File: src/rtl/ps2_pkg.sv
//------------------------------------------------------------------------------
// Module  : ps2_pkg
// Brief   : Shared receive-state encoding and parameter defaults for the PS/2 rx.
// Revision: 1.0 - initial release
//------------------------------------------------------------------------------
`default_nettype none

package ps2_pkg;

    localparam int c_FIFO_DEPTH     = 8;
    localparam int c_TIMEOUT_CYCLES = 10000;

    typedef enum logic [1:0] {
        ST_IDLE   = 2'd0,
        ST_DATA   = 2'd1,
        ST_PARITY = 2'd2,
        ST_STOP   = 2'd3
    } rx_state_t;

    // Odd parity: the eight data bits plus the parity bit must hold an odd count of ones.
    function automatic logic odd_parity_ok(input logic [7:0] data, input logic parity);
        return ^{data, parity};
    endfunction

endpackage

`default_nettype wire

File: src/rtl/ps2_byte_fifo.sv
//------------------------------------------------------------------------------
// Module  : ps2_byte_fifo
// Brief   : Synchronous byte FIFO with a registered head output and sticky overflow.
// Revision: 1.0 - initial release
//------------------------------------------------------------------------------
`default_nettype none

module ps2_byte_fifo #(
    parameter int DEPTH = 8
) (
    input  logic                     clk,
    input  logic                     rst,
    input  logic                     i_push,
    input  logic [7:0]               i_push_data,
    input  logic                     i_pop_req,
    output logic                     o_valid,
    output logic [7:0]               o_data,
    output logic [$clog2(DEPTH):0]   o_count,
    output logic                     o_overflow
);

    localparam int              AW     = $clog2(DEPTH);
    localparam logic [AW:0]     c_FULL = (AW + 1)'(DEPTH);
    localparam logic [AW:0]     c_ONE  = (AW + 1)'(1);

    logic [7:0]    r_mem [DEPTH];
    logic [AW-1:0] r_wr_ptr;
    logic [AW-1:0] r_rd_ptr;
    logic [AW:0]   r_count;
    logic [7:0]    r_data;
    logic          r_overflow;

    logic          w_pop;
    logic          w_full;
    logic          w_wr;
    logic [AW-1:0] w_rd_next;

    assign w_pop     = i_pop_req && (r_count != '0);
    assign w_full    = (r_count == c_FULL);
    assign w_wr      = i_push && (!w_full || w_pop);
    assign w_rd_next = r_rd_ptr + 1'b1;

    always_ff @(posedge clk) begin
        if (w_wr) begin
            r_mem[r_wr_ptr] <= i_push_data;
        end
    end

    always_ff @(posedge clk) begin
        if (rst) begin
            r_wr_ptr   <= '0;
            r_rd_ptr   <= '0;
            r_count    <= '0;
            r_data     <= 8'h00;
            r_overflow <= 1'b0;
        end else begin
            if (w_wr) begin
                r_wr_ptr <= r_wr_ptr + 1'b1;
            end
            if (w_pop) begin
                r_rd_ptr <= w_rd_next;
            end
            case ({w_wr, w_pop})
                2'b10:   r_count <= r_count + 1'b1;
                2'b01:   r_count <= r_count - 1'b1;
                default: r_count <= r_count;
            endcase
            if (i_push && w_full && !w_pop) begin
                r_overflow <= 1'b1;
            end
            // Head register: next stored entry after a pop, or the incoming byte
            // when it becomes the only entry.
            if (w_pop) begin
                if (r_count > c_ONE) begin
                    r_data <= r_mem[w_rd_next];
                end else if (w_wr) begin
                    r_data <= i_push_data;
                end
            end else if (w_wr && (r_count == '0)) begin
                r_data <= i_push_data;
            end
        end
    end

    assign o_valid    = (r_count != '0);
    assign o_data     = r_data;
    assign o_count    = r_count;
    assign o_overflow = r_overflow;

endmodule

`default_nettype wire

File: src/rtl/ps2_frame_rx.sv
//------------------------------------------------------------------------------
// Module  : ps2_frame_rx
// Brief   : PS/2 device-to-host frame receiver with timeout and scan-code FIFO.
// Revision: 1.0 - initial release
//------------------------------------------------------------------------------
`default_nettype none

module ps2_frame_rx
    import ps2_pkg::*;
#(
    parameter int FIFO_DEPTH     = c_FIFO_DEPTH,
    parameter int TIMEOUT_CYCLES = c_TIMEOUT_CYCLES
) (
    input  logic                          clk,
    input  logic                          rst,
    input  logic                          ps2_clk,
    input  logic                          ps2_data,
    input  logic                          out_ready,
    output logic                          out_valid,
    output logic [7:0]                    out_data,
    output logic [$clog2(FIFO_DEPTH):0]   fifo_count,
    output logic                          frame_err,
    output logic                          overflow
);

    localparam int              TW             = $clog2(TIMEOUT_CYCLES + 1);
    localparam logic [TW-1:0]   c_TIMEOUT_LAST = TW'(TIMEOUT_CYCLES - 1);

    logic          r_clk_meta;
    logic          r_clk_sync;
    logic          r_clk_prev;
    logic          r_data_meta;
    logic          r_data_sync;

    rx_state_t     r_state;
    logic [7:0]    r_shift;
    logic [2:0]    r_bit_idx;
    logic          r_parity;
    logic [TW-1:0] r_timer;
    logic          r_frame_err;

    rx_state_t     w_state_nxt;
    logic [7:0]    w_shift_nxt;
    logic [2:0]    w_idx_nxt;
    logic          w_parity_nxt;
    logic [TW-1:0] w_timer_nxt;
    logic          w_push;
    logic          w_frame_err;
    logic          w_fall;

    assign w_fall = r_clk_prev && !r_clk_sync;

    always_ff @(posedge clk) begin
        if (rst) begin
            r_clk_meta  <= 1'b1;
            r_clk_sync  <= 1'b1;
            r_clk_prev  <= 1'b1;
            r_data_meta <= 1'b1;
            r_data_sync <= 1'b1;
            r_state     <= ST_IDLE;
            r_shift     <= 8'h00;
            r_bit_idx   <= 3'd0;
            r_parity    <= 1'b0;
            r_timer     <= '0;
            r_frame_err <= 1'b0;
        end else begin
            r_clk_meta  <= ps2_clk;
            r_clk_sync  <= r_clk_meta;
            r_clk_prev  <= r_clk_sync;
            r_data_meta <= ps2_data;
            r_data_sync <= r_data_meta;
            r_state     <= w_state_nxt;
            r_shift     <= w_shift_nxt;
            r_bit_idx   <= w_idx_nxt;
            r_parity    <= w_parity_nxt;
            r_timer     <= w_timer_nxt;
            r_frame_err <= w_frame_err;
        end
    end

    always_comb begin
        w_state_nxt  = r_state;
        w_shift_nxt  = r_shift;
        w_idx_nxt    = r_bit_idx;
        w_parity_nxt = r_parity;
        w_timer_nxt  = '0;
        w_push       = 1'b0;
        w_frame_err  = 1'b0;

        if ((r_state != ST_IDLE) && !w_fall) begin
            w_timer_nxt = r_timer + 1'b1;
        end

        // A stalled partial frame is dropped; a real edge always wins over the timeout.
        if ((r_state != ST_IDLE) && !w_fall && (r_timer == c_TIMEOUT_LAST)) begin
            w_state_nxt = ST_IDLE;
            w_idx_nxt   = 3'd0;
            w_timer_nxt = '0;
            w_frame_err = 1'b1;
        end else if (w_fall) begin
            case (r_state)
                ST_IDLE: begin
                    if (!r_data_sync) begin
                        w_state_nxt = ST_DATA;
                        w_idx_nxt   = 3'd0;
                    end
                end
                ST_DATA: begin
                    w_shift_nxt = {r_data_sync, r_shift[7:1]};
                    w_idx_nxt   = r_bit_idx + 3'd1;
                    if (r_bit_idx == 3'd7) begin
                        w_state_nxt = ST_PARITY;
                    end
                end
                ST_PARITY: begin
                    w_parity_nxt = r_data_sync;
                    w_state_nxt  = ST_STOP;
                end
                ST_STOP: begin
                    if (r_data_sync && odd_parity_ok(r_shift, r_parity)) begin
                        w_push = 1'b1;
                    end else begin
                        w_frame_err = 1'b1;
                    end
                    w_state_nxt = ST_IDLE;
                end
                default: w_state_nxt = ST_IDLE;
            endcase
        end
    end

    ps2_byte_fifo #(
        .DEPTH (FIFO_DEPTH)
    ) u_fifo (
        .clk         (clk),
        .rst         (rst),
        .i_push      (w_push),
        .i_push_data (r_shift),
        .i_pop_req   (out_ready),
        .o_valid     (out_valid),
        .o_data      (out_data),
        .o_count     (fifo_count),
        .o_overflow  (overflow)
    );

    assign frame_err = r_frame_err;

endmodule

`default_nettype wire

File: config.mk
export PLATFORM = sky130hd
export DESIGN_NAME = ps2_frame_rx
export DESIGN_NICKNAME = d
export VERILOG_FILES = /design/src/rtl/ps2_pkg.sv /design/src/rtl/ps2_byte_fifo.sv /design/src/rtl/ps2_frame_rx.sv
export SDC_FILE = /design/constraint.sdc
export NUM_CORES = 1
export LEC_CHECK = 0
export CAP_MARGIN = 5
export CORE_MARGIN = 2
export CORE_UTILIZATION = 55
export DETAILED_ROUTE_END_ITERATION = 16
export GPL_TIMING_DRIVEN = 0
export PLACE_DENSITY = 0.74
export SKIP_LAST_GASP = 1
export SLEW_MARGIN = 5
export SYNTH_ARGS = -nofsm -noshare
export SYNTH_HDL_FRONTEND = slang
export SYNTH_SLANG_ARGS = --single-unit
File: constraint.sdc
create_clock -name clk -period 3.4 [get_ports clk]
set_input_delay 0.68 -clock clk [delete_from_list [all_inputs] [get_ports clk]]
set_output_delay 0.68 -clock clk [all_outputs]
set_load 0.01 [all_outputs]
==> results_dict.tcl, run 1 <==
set metrics [dict create \
    slew_headroom_pct 18.4 \
    ios 20 \
    dp_hpwl_mm 6.18 \
    die_x_um 98.2 \
    postCtsSetupBuffers 0 \
    syn_avg_cell_area_um2 13.4 \
    area_growth_pct 19.2 \
    slew_violations 0 \
    cts_sinks 117 \
    slowest_stage "nor2_1" \
    crit_cells 6 \
    stdcell_area_um2 5810 \
    grt_max_degree 17 \
    cap_violations 0 \
    ys.flop_type "edfxtp_1" \
    reg2reg_slack_ns 0.39 \
    synth_top_area_cell "edfxtp_1" \
    port-buffer-count 18 \
    drive_gt1_share_pct 14.6 \
    rows 34 \
    synth_nets 382 \
    startpoint_type "flip-flop" \
    fin_crit_sh_pct 88.5 \
    antenna_found_initial 0 \
    crit_path_frequent_cell "nor2_1" \
    wire_per_inst_um 18.2 \
    cellLeakagePower_nw 2.06 \
    dr.max_layer_used "met4" \
    dpl_cell_area_um2 5210 \
    die_h_um 98.2 \
    crit_chain "xor2_1, xnor3_2, mux2i_4, nor2_1, nand2_1, nor2_1" \
    worstSetupPathType "reg -> reg" \
    insertion_delay_ns 0.52 \
    first_pass_iters 5 \
    wl_met2_mm 4.74 \
    grt_pass1_wl_mm 15.3 \
    crit_buf_inv 0 \
    syn_inst 365 \
    grt.overflow.total 0 \
    async_flop_share_pct 0 \
    netlist_area_um2 4880 \
    yosysSeqAreaShare_pct 61.1 \
    powerDensity_nw_per_um2 726 \
    max_slew.worst_pin.slew_ns 1.21 \
    routed_wl_mm 9.53 \
    fin_skew_ns 0.0134 \
    path_max_fanout 12 \
    status "complete, no violations" \
    holdCritPathClass "reg -> reg" \
    numCtsBuffers 17 \
    dr_total_vias 2942 \
    crit_arrival_ns 3.14 \
    core_um2 8680 \
    critPathTopFamily "simple AND/OR/NAND/NOR gates" \
    grt_pass1_vias 2945 \
    cts_root_buf "clkbuf_8" \
    mostFrequentLayoutCells "edfxtp_1, dfxtp_1, nor2_1, mux2i_1, nand2_1" \
    path_clk_slew_ns 0.05 \
    ys_types 43 \
    slowest_delay_ns 0.71 \
    cts_buffer_depth 2 \
    place.gp.congestion 0.803 \
    period_needed_ns 3.01 \
    synth_top_area_share_pct 39.4 \
    synth_edf_count 64 \
    die_area_um2 9640 \
    antenna_cells 0 \
    met3WireLength_um 604 \
    hold_violations 0 \
    cp-end-kind "flip-flop" \
    ys_warn_count 0 \
    setup_viol 0 \
    required_ns 3.53 \
    layout_commonest_cell "edfxtp_1" \
    nNetsFinal 421 \
    p_total_mw 4.22 \
    synth.area.top_cells "edfxtp_1, dfxtp_1, mux4_2, mux2i_1, nor2_1" \
    drt_iter0_drc 214 \
    cts_tree "yes" \
    wl_met1_mm 4.06 \
    h-tree-depth 4 \
    drc 0 \
    ys_seq_elements 117 \
    whs_path_depth 1 \
    ant_nets 0 \
    grt_use_total_pct 21.3 \
    max_freq_mhz 333 \
    initial_core_util_pct 56.2 \
    rr_worst_depth 6 \
    drt-vias-per-instance 5.60 \
    rsz0062_at_grt "no" \
    ir_worst_vdd_uv 487 \
]
-- metal layers --
metal	up-vias	GRT usage, %
li1	1417	-
met4	0	7.90
met2	101	34.7
met1	1413	27.0
met3	11	6.59
met5	-	0
-- cell usage after synthesis, types with 2 or more instances --
cell type	count
mux2i_1	21
a21oi_1	8
o21ai_0	4
clkbuf_1	11
nand3_1	7
xor2_1	12
nor3b_1	2
buf_2	3
xnor2_1	12
ha_1	12
or4_1	2
a211oi_1	17
dfxtp_1	53
mux4_2	16
a22oi_1	2
and3_1	2
nand4_1	2
nor2_1	45
edfxtp_1	64
inv_1	8
nor3_1	6
nand2_1	19
nand2b_1	4
and2_1	9
or2_2	6
-- area by class of cell --
cell class | count | area [um^2]
sequential | 117 | 2980
fill | 651 | 2870
multi-input combinational | 226 | 1830
clock buffer | 20 | 425
timing repair buffer | 20 | 193
clock inverter | 12 | 160
tap | 108 | 135
buffer | 14 | 56.3
inverter | 8 | 30.0
-- logic make-up after synthesis --
family / count (synthesis) / synth area share, %
compound gates: 37 / 5.31
xor+xnor: 26 / 5.28
mux: 38 / 12.2
fa+ha+maj: 12 / 3.08
buf+inv: 22 / 1.77
flops: 117 / 61.1
simple gates: 113 / 11.3
-- worst reg2reg max path: cells and delay by family, from the launching register on --
kind	cells	cell delay (ns)
xor gates and xnor gates	2	0.69
DFF	1	0.60
muxes	1	0.26
and+or+nand+nor	3	1.07
-- final timing paths --
kind,from,to
setup reg to reg,r_shift[1],u_fifo.r_mem[7][3]
hold / removal,r_clk_meta,r_clk_sync
setup / recovery,r_shift[1],u_fifo.r_mem[7][3]
hold reg to reg,r_clk_meta,r_clk_sync
-- per-stage QoR --
| step | util (%) | hold slack [ns] | setup slack, ns | instances | setup TNS (ns) |
|---|---|---|---|---|---|
| 2_1_floorplan | - | 0.389 | 0.503 | 365 | 0 |
| 3_3_place_gp | 59.8 | 0.394 | -0.312 | 491 | -2.49 |
| 3_5_place_dp | 60.0 | 0.399 | 0.0411 | 492 | 0 |
| 4_1_cts | 66.8 | 0.411 | 0.0549 | 524 | 0 |
| 5_1_grt | 67.0 | 0.420 | 0.210 | 525 | 0 |
| 6_report | 67.0 | 0.407 | 0.393 | 525 | 0 |
-- power by group --
group / switching (mW) / internal (mW)
Combinational: 0.408 / 0.443
Clock: 0.582 / 1.18
Sequential: 0.0656 / 1.55
-- registers in the layout, indices dropped and copies added (netlist names), 2 cells and up --
name	flops
u_fifo.o_data	8
r_bit_idx	3
u_fifo.r_rd_ptr	3
u_fifo.r_wr_ptr	3
r_timer	14
u_fifo.o_count	4
u_fifo.r_mem	64
r_state	2
r_shift	8
-- timing repair --
action                                  4_1_cts  5_1_grt
resized for setup                             1        1
endpoints found under the setup margin        8        8
hold buffers                                  0        0
No activity file was read; power rests on OpenSTA's default activity.
==> inputs of run 2 (changes only) <==
--- a/config.mk
+++ b/config.mk
@@ -7,10 +7,10 @@
 export LEC_CHECK = 0
 export CAP_MARGIN = 5
 export CORE_MARGIN = 2
-export CORE_UTILIZATION = 55
+export CORE_UTILIZATION = 30
 export DETAILED_ROUTE_END_ITERATION = 16
 export GPL_TIMING_DRIVEN = 0
-export PLACE_DENSITY = 0.74
+export PLACE_DENSITY = 0.46
 export SKIP_LAST_GASP = 1
 export SLEW_MARGIN = 5
 export SYNTH_ARGS = -nofsm -noshare
==> run 2 against run 1 <==
Clock power grew 7%. Via count shrank 1.5%. Die area grew 79%. Clock skew grew 0.0023 ns. Global-route usage shrank 8.8 points. Flip-flop and latch count is the same. Critical endpoint is now u_fifo.r_mem[7][2]. Largest cell class unchanged. Highest routed layer unchanged.
==> results_dict.tcl, run 2 (same netlist as run 1, synthesis figures left out) <==
set metrics [dict create \
    status "complete, no violations" \
    dpl_cell_area_um2 5360 \
    max_freq_mhz 323 \
    rsz0062_at_grt "no" \
    max_slew.worst_pin.slew_ns 1.34 \
    crit_arrival_ns 3.12 \
    stdcell_area_um2 5990 \
    fin_crit_sh_pct 91.1 \
    hold_violations 0 \
    die_x_um 132 \
    grt_max_degree 17 \
    drc 0 \
    worstSetupPathType "reg -> reg" \
    use_met3_pct 4.17 \
    p_total_mw 4.36 \
    layout_commonest_cell "edfxtp_1" \
    wire_per_inst_um 15.9 \
    n_fill_cell 1566 \
    path_max_fanout 12 \
    crit_path_frequent_cell "nor2_1" \
    cts_root_buf "clkbuf_16" \
    largest_register_ffs 64 \
    crit_chain "xor2_1, xnor3_2, mux2i_4, nor2_1, nand2_1, nor2_1" \
    grtUsageMet1_pct 16.7 \
    stdcell_count 632 \
    slowest_delay_ns 0.71 \
    top_usage_layer "met2" \
    dr_total_vias 2899 \
    use_met2_pct 18.8 \
    cts_hold_buf 0 \
    grt_pass1_vias 2876 \
    slew_violations 0 \
    initial_core_util_pct 30.7 \
    ios 20 \
    startpoint_type "flip-flop" \
    slew_headroom_pct 9.88 \
    die_h_um 132 \
    first_pass_iters 4 \
    dp_hpwl_mm 6.79 \
    grt_pass1_wl_mm 16.1 \
    cap_violations 0 \
    final_core_util_pct 37.7 \
    dp_cells 600 \
    cellLeakagePower_nw 2.07 \
    insertion_delay_ns 0.41 \
    core_um2 15900 \
    antenna_found_initial 0 \
    path_clk_slew_ns 0.05 \
    period_needed_ns 3.10 \
    top_register "u_fifo.r_mem" \
    whs_ns 0.409 \
    fin_skew_ns 0.0157 \
    ant_nets 0 \
    grt.overflow.total 0 \
    nNetsFinal 420 \
    port-buffer-count 18 \
    setup_viol 0 \
    h-tree-depth 4 \
    cts_tree "yes" \
    drive_gt1_share_pct 16.1 \
    postCtsSetupBuffers 0 \
    numCtsBuffers 17 \
    routed_wl_mm 10.0 \
    area_growth_pct 22.8 \
    drt_iter0_drc 129 \
    place.gp.congestion 0.726 \
    cts_buffer_depth 2 \
    powerDensity_nw_per_um2 728 \
    antenna_cells 0 \
    ir_worst_vdd_uv 469 \
    cp-end-kind "flip-flop" \
    drt-vias-per-instance 4.59 \
    cts_sinks 117 \
    grt_use_total_pct 12.4 \
    die_area_um2 17300 \
    reg.largest.list "u_fifo.r_mem (64), r_timer (14)" \
    required_ns 3.43 \
    holdCritPathClass "reg -> reg" \
    mostFrequentLayoutCells "edfxtp_1, dfxtp_1, nor2_1, mux2i_1, nand2_1" \
    slowest_stage "nor2_1" \
    ctsResizeCount 0 \
    rows 46 \
]
-- run 2: path summary, 6_finish.rpt --
kind | start | to | slack, ns | depth (start not counted)
max | r_shift[1] | u_fifo.r_mem[7][2] | 0.30 | 6
min | r_data_meta | r_data_sync | 0.41 | 1
max reg2reg | r_shift[1] | u_fifo.r_mem[7][2] | 0.30 | 6
min reg2reg | r_data_meta | r_data_sync | 0.41 | 1
-- run 2: critical path: cells and delay by family, from the launching register on --
family	cells	cell delay, ns
AND/OR/NAND/NOR	3	1.13
multiplexers	1	0.27
flip-flops	1	0.61
XOR/XNOR	2	0.70
-- run 2: final cells by class --
class                           count  area [um^2]  share of cell area [%]
Sequential cell                   117         2980                    49.8
Inverter                            8         30.0                   0.501
Clock buffer                       17          425                    7.10
Timing Repair Buffer               19          188                    3.13
Clock inverter                     15          203                    3.38
Tap cell                          216          270                    4.51
Multi-Input combinational cell    226         1840                    30.6
Buffer                             14         56.3                   0.940
-- run 2: report_power, final --
part           leakage (nW)  internal [mW]  switching (mW)
clock                 0.304           1.23           0.653
combinational         0.744          0.443           0.423
sequential             1.02           1.55          0.0642
total                  2.07           3.22            1.14
-- run 2: stage by stage --
step	TNS [ns]	worst slack (ns)
floorplan	0	0.503
global placement	-5.92	-0.471
detailed placement	0	0.293
CTS	0	0.268
global route	0	0.0803
finish	0	0.303
-- run 2: per-layer routing --
layer | part of all wire, % | up-vias
met1 | 49 | 1434
met4 | 0.63 | 0
met2 | 47 | 39
li1 | - | 1420
met3 | 3.6 | 6
met5 | 0 | -
==> inputs of run 3 (changes only) <==
--- a/config.mk
+++ b/config.mk
@@ -5,7 +5,6 @@
 export SDC_FILE = /design/constraint.sdc
 export NUM_CORES = 1
 export LEC_CHECK = 0
-export CAP_MARGIN = 5
 export CORE_MARGIN = 2
 export CORE_UTILIZATION = 30
 export DETAILED_ROUTE_END_ITERATION = 16
==> results of run 3 <==
The final DEF is identical to that of run 2; final timing and power are the same.
